$ cat config.mk
export PLATFORM = sky130hd
export DESIGN_NAME = train_sequencer
export DESIGN_NICKNAME = d
export VERILOG_FILES = /design/src/rtl/train_sequencer.sv
export SDC_FILE = /design/constraint.sdc
export NUM_CORES = 1
export LEC_CHECK = 0
export ABC_AREA = 1
export CAP_MARGIN = 20
export CORE_AREA = 5 5 67 69
export CTS_CLUSTER_DIAMETER = 50
export DETAILED_ROUTE_END_ITERATION = 8
export DIE_AREA = 0 0 72 74
export PLACE_DENSITY = 0.82
export SLEW_MARGIN = 20
export SYNTH_ARGS = -nofsm -noshare
export SYNTH_HDL_FRONTEND = slang
export SYNTH_SLANG_ARGS = --single-unit
export TNS_END_PERCENT = 100
$ cat constraint.sdc
create_clock -name iCLK -period 4.5 [get_ports iCLK]
set_input_delay 0.9 -clock iCLK [delete_from_list [all_inputs] [get_ports iCLK]]
set_output_delay 0.9 -clock iCLK [all_outputs]
set_load 0.05 [all_outputs]
$ cat src/rtl/train_sequencer.sv
// train_sequencer: epoch controller gating samples into the layer pipeline and driving the shared mode line.
// Latency: sample path is a zero-cycle pass-through; mode/epoch/state are registered.
// Backpressure: source ready follows layer ready, masked when not issuing or when DEPTH samples are in flight.
// Build option: define TRAIN_SEQ_TEST_PHASE_EN to add the test (inference) phase after each training phase.
module train_sequencer #(
  parameter int NP    = 8,
  parameter int WF    = 5,
  parameter int NS    = 16,
  parameter int NT    = 4,
  parameter int NE    = 4,
  parameter int DEPTH = 8
) (
  input  logic                      iCLK,
  input  logic                      iRST,
  input  logic                      iStart,
  input  logic                      iValid_AM_Sample,
  output logic                      oReady_AM_Sample,
  input  logic [NP*WF-1:0]          iData_AM_Sample,
  output logic                      oValid_BM_Sample,
  input  logic                      iReady_BM_Sample,
  output logic [NP*WF-1:0]          oData_BM_Sample,
  input  logic                      iValid_AS_Done,
  output logic                      oReady_AS_Done,
  output logic                      oMode,
  output logic [$clog2(NE+1)-1:0]   oEpoch,
  output logic                      oBusy,
  output logic                      oDone,
  output logic                      oErr
);

  localparam int LMAX = (NS > NT) ? NS : NT;
  localparam int ISW  = $clog2(LMAX + 1);
  localparam int IFW  = $clog2(DEPTH + 1);
  localparam int EPW  = $clog2(NE + 1);

  typedef enum logic [2:0] {
    S_IDLE    = 3'd0,
    S_TRAIN   = 3'd1,
    S_DRAIN_T = 3'd2,
    S_TEST    = 3'd3,
    S_DRAIN_I = 3'd4,
    S_FIN     = 3'd5
  } state_t;

  state_t           state, state_nxt;
  logic [ISW-1:0]   issued, issued_nxt, limit;
  logic [IFW-1:0]   inflight, inflight_nxt;
  logic [EPW-1:0]   epoch_nxt;
  logic             mode_nxt, err_nxt;
  logic             en, issue, done;

  // Gate the handshake: only while issuing, below the phase quota, and with room in the pipeline.
  always_comb begin
    limit = ISW'(NS);
`ifdef TRAIN_SEQ_TEST_PHASE_EN
    if (state == S_TEST) limit = ISW'(NT);
`endif
    en = (state == S_TRAIN || state == S_TEST) && (issued < limit) && (inflight < IFW'(DEPTH));
    oValid_BM_Sample = iValid_AM_Sample & en;
    oReady_AM_Sample = iReady_BM_Sample & en;
    oData_BM_Sample  = iData_AM_Sample;
    oReady_AS_Done   = 1'b1;
    oBusy            = (state != S_IDLE);
    oDone            = (state == S_FIN);
    issue            = oValid_BM_Sample & iReady_BM_Sample;
    done             = iValid_AS_Done;
  end

  // In-flight accounting; a completion with nothing outstanding is flagged, never underflows.
  always_comb begin
    inflight_nxt = inflight;
    err_nxt      = oErr;
    if (issue && !done) begin
      inflight_nxt = inflight + 1'b1;
    end else if (done && !issue) begin
      if (inflight == '0) err_nxt = 1'b1;
      else                inflight_nxt = inflight - 1'b1;
    end
  end

  // Phase sequencing: mode only flips at phase boundaries, which are reached with an empty pipeline.
  always_comb begin
    state_nxt  = state;
    epoch_nxt  = oEpoch;
    mode_nxt   = oMode;
    issued_nxt = issue ? issued + 1'b1 : issued;
    case (state)
      S_IDLE: begin
        if (iStart) begin
          state_nxt  = S_TRAIN;
          mode_nxt   = 1'b1;
          epoch_nxt  = '0;
          issued_nxt = '0;
        end
      end
      S_TRAIN: begin
        if (issued_nxt == ISW'(NS)) state_nxt = S_DRAIN_T;
      end
      S_DRAIN_T: begin
        if (inflight_nxt == '0) begin
          issued_nxt = '0;
`ifdef TRAIN_SEQ_TEST_PHASE_EN
          state_nxt  = S_TEST;
          mode_nxt   = 1'b0;
`else
          epoch_nxt  = oEpoch + 1'b1;
          state_nxt  = (oEpoch == EPW'(NE - 1)) ? S_FIN : S_TRAIN;
`endif
        end
      end
`ifdef TRAIN_SEQ_TEST_PHASE_EN
      S_TEST: begin
        if (issued_nxt == ISW'(NT)) state_nxt = S_DRAIN_I;
      end
      S_DRAIN_I: begin
        if (inflight_nxt == '0) begin
          issued_nxt = '0;
          epoch_nxt  = oEpoch + 1'b1;
          if (oEpoch == EPW'(NE - 1)) begin
            state_nxt = S_FIN;
          end else begin
            state_nxt = S_TRAIN;
            mode_nxt  = 1'b1;
          end
        end
      end
`endif
      S_FIN: begin
        state_nxt = S_IDLE;
        mode_nxt  = 1'b0;
      end
      default: begin
        state_nxt = S_IDLE;
        mode_nxt  = 1'b0;
      end
    endcase
  end

  // State and counter registers; reset discards any in-flight accounting.
  always_ff @(posedge iCLK) begin
    if (iRST) begin
      state    <= S_IDLE;
      issued   <= '0;
      inflight <= '0;
      oEpoch   <= '0;
      oMode    <= 1'b0;
      oErr     <= 1'b0;
    end else begin
      state    <= state_nxt;
      issued   <= issued_nxt;
      inflight <= inflight_nxt;
      oEpoch   <= epoch_nxt;
      oMode    <= mode_nxt;
      oErr     <= err_nxt;
    end
  end

endmodule

==> run summary <==
The antenna diode instance count was 0; the number of nets in the synthesized netlist was 255. Routed wirelength normalized by instance count: 10.4 µm. The share of power burned in the clock network is 0.175, and the clock skew after layout is 0.00773 ns. In this run the mean area of a mapped cell was 6.81 µm². Across the run, the number of max-cap violations was 0.

After clock tree synthesis, the clock-pin slew on the worst setup and hold paths is 0.07 ns. The routability congestion estimate was 0.845; the final sum of negative setup slack was 0 ns. The tools report the share of the yosys chip area belonging to registers as 0.245.

The logic depth of the worst register-to-register path came out at 15. The first global-routing pass estimated 3820 µm of wire. Setup repair after global routing left no endpoint under its margin. The share of power burned in registers was 0.300; the worst-path maximum fanout was 2.

Measured along the x axis, the die boundary spans 72 µm. Number of antenna violations at the first check in global routing: 0. The core region is 3860 µm².

After detailed routing, the number of remaining DRC violations is 0. The clock passes through at most 2 buffers. The logic gate share of total power is 0.525.

Library cell used as clock root buffer: sky130_fd_sc_hd__clkbuf_8. Deepest level of the CTS H-tree: 1. The synthesized netlist occupies a cell area of 1390 µm².

The fraction of registers with async set or reset after synthesis is 0. Summed over all nets, the switching power comes to 0.303 mW. Compared with the post-synthesis result, the final layout area differs by -4.41%. After layout, the minimum clock period comes to 3.42 ns. Overall global routing resource usage: 0.0921.

Start point of the worst hold path: oMode. The run gives 1910 µm as the total half-perimeter wirelength after legalization and detailed placement. Initial core utilization: 0.360. The run gives 5330 µm² as the overall die area. The area share of the largest cell type after synthesis is 0.245, and the number of nets in the layout is 232.

The start-to-end type of the worst setup path is in -> out. After the first detailed-routing iteration, the DRC count stood at 28. From bottom edge to top edge, the die measures 74 µm. The number of hold-repair buffers added at the cts stage was 0; the flop and latch count out of synthesis was 17.

The static leakage was 0.667 nW. Counting the fill cells in the layout gives 416. The warning count from the yosys run is 0. Highest clock frequency the design can meet: 293 MHz. Using the TritonRoute via totals, the vias-per-cell ratio works out to 4.42.

The synthesized design contains 0 enable-type register cells. The latest clock arrival within the worst-skew pair is 0.26 ns. The run finished with clean final reports. The most used flip-flop cell after synthesis was sky130_fd_sc_hd__dfxtp_1.

Entering global routing, the biggest net connects 12 pins. The routed layout has 1,017 vias. The internal reg-to-reg setup slack is 2.67 ns.

In this run the worst hold path is classified as reg -> reg. Cell accounting for the most synthesized area: sky130_fd_sc_hd__dfxtp_1. The completed layout was analyzed and its total power is 0.670 mW.

For the number of global-route vias before repair, the log shows 939. 96 I/O pins were placed. Along the worst hold path, the cell count comes to 2. The run gives 0 as the number of max-slew violations in the final report. The count of buffers added on input and output ports is 14. STA classifies the critical path startpoint as an input pin. The total wire length after detailed routing is 2390 µm. The tools report the worst reg2reg path endpoint as state[1].

TritonCTS built the clock tree. The proportion of total power due to net switching works out to 0.451. For the worst setup path, the data required time is 3.60 ns. The endpoint with the worst hold slack is oMode. Dividing total power by cell area gives a power density of 504 nW/µm². The logs give 2.52 ns for the critical path arrival and 0 for the remaining antenna violation count. The period utilization was 0.760. The startpoint of the worst register-to-register path was inflight[0].

After global routing the overflow that remains totals 0. The number of buffers inserted to repair setup after CTS is 0. The category of the worst setup path capture point is a primary output.

The library cell used most frequently in the layout, excluding fill and tap cells, is sky130_fd_sc_hd__nand2_1. The first detailed-routing pass took 4 iterations. The run gives 0.666 as the worst relative slew slack. In the post-synthesis netlist, the biggest area contributors are sky130_fd_sc_hd__dfxtp_1, sky130_fd_sc_hd__buf_4, sky130_fd_sc_hd__nand2_1. The total clock sinks was 17. Buffers inserted during clock tree synthesis total 3.

The netlist uses 27 different library cells. The number of gates resized after CTS was 0. Synthesis handed over a netlist of 204 instances. The tools report the largest voltage drop on the vdd net as 227 µV.

The total count of hold-check failures in the final report is 0. For the pin with the worst max-slew slack, the measured transition is 0.499 ns. The share of cells above drive strength 1 was 0.117.

Internal power comes to 0.368 mW. In this run the core area contains 23 standard-cell rows. The tools report the count of endpoints failing setup in the final report as 0. The library cells used most frequently in the layout, excluding fill and tap cells, are sky130_fd_sc_hd__nand2_1, sky130_fd_sc_hd__inv_1, sky130_fd_sc_hd__dfxtp_1, sky130_fd_sc_hd__nand3_1.
final cells by class:
type / instances / area [µm²] / share of cell area
flip-flops and latches: 17 / 340 / 0.256
multi-input cells: 118 / 634 / 0.477
inverters: 27 / 103 / 0.0772
clock inverters: 1 / 7.51 / 0.00565
well taps: 50 / 62.6 / 0.0471
clock buffers: 3 / 41.3 / 0.0311
repair buffers: 14 / 140 / 0.105
metal layers:
layer / track usage / wire length, µm / vias to the layer above / part of all wire
met2: 0.160 / 1100 / 31 / 0.46
li1: - / - / 542 / -
met1: 0.0934 / 1040 / 437 / 0.43
met5: 0 / 0 / - / 0
met4: 0.0668 / 75 / 0 / 0.031
met3: 0.0297 / 170 / 7 / 0.071
logic make-up after synthesis:
logic type,synth area share
other,0.00270
xor gates and xnor gates,0.0252
adders and majority gates,0.0450
DFF,0.245
AOI/OAI and AO/OA,0.0441
and+or+nand+nor,0.339
buffers and inverters,0.299
power groups by stage:
stage | combinational, mW | sequential, mW | clock (mW)
after global routing | 0.403 | 0.206 | 0.129
after detailed placement | 0.354 | 0.204 | 0
after floorplan | 0.370 | 0.216 | 0
after CTS | 0.356 | 0.201 | 0.123
after global placement | 0.347 | 0.205 | 0
final | 0.352 | 0.201 | 0.117
registers in the layout (all words and copies together), names as in the netlist:
name	count
state	3
inflight	4
oEpoch	3
issued	5
oMode	1
oErr	1
stage by stage:
stage	std cells	setup WS (ns)	hold slack [ns]	cell area (µm²)	utilization
2_1_floorplan	204	1.59	0.508	1390	-
3_3_place_gp	226	1.11	0.452	1280	0.332
3_5_place_dp	226	1.08	0.453	1280	0.332
4_1_cts	230	1.08	0.475	1330	0.345
5_1_grt	230	0.949	0.513	1330	0.345
6_report	230	1.08	0.469	1330	0.345
worst max-delay path, stage by stage:
cell                              delay, ns
sky130_fd_sc_hd__clkdlybuf4s50_1       0.53
sky130_fd_sc_hd__inv_1                 0.05
sky130_fd_sc_hd__nor3_1                0.19
sky130_fd_sc_hd__clkdlybuf4s50_1       0.84
synth_stat cells, types with 3 or more instances:
| cell | n |
|---|---|
| sky130_fd_sc_hd__buf_4 | 41 |
| sky130_fd_sc_hd__a21oi_1 | 5 |
| sky130_fd_sc_hd__nand2_2 | 4 |
| sky130_fd_sc_hd__ha_1 | 5 |
| sky130_fd_sc_hd__xor2_1 | 4 |
| sky130_fd_sc_hd__o21ai_0 | 3 |
| sky130_fd_sc_hd__inv_1 | 25 |
| sky130_fd_sc_hd__nand4_1 | 3 |
| sky130_fd_sc_hd__nor3_1 | 5 |
| sky130_fd_sc_hd__nand3_2 | 3 |
| sky130_fd_sc_hd__nand2_1 | 46 |
| sky130_fd_sc_hd__nand3_1 | 15 |
| sky130_fd_sc_hd__dfxtp_1 | 17 |
| sky130_fd_sc_hd__nor2_1 | 14 |
worst max path at each step:
stage | start | end | slack (ns)
CTS | iValid_AM_Sample | oValid_BM_Sample | 1.08
floorplan | iValid_AM_Sample | oValid_BM_Sample | 1.59
global route | iValid_AM_Sample | oValid_BM_Sample | 0.95
detailed placement | iValid_AM_Sample | oValid_BM_Sample | 1.08
global placement | iValid_AM_Sample | oValid_BM_Sample | 1.11
finish | iValid_AM_Sample | oValid_BM_Sample | 1.08
No activity file was read; power rests on OpenSTA's default activity.
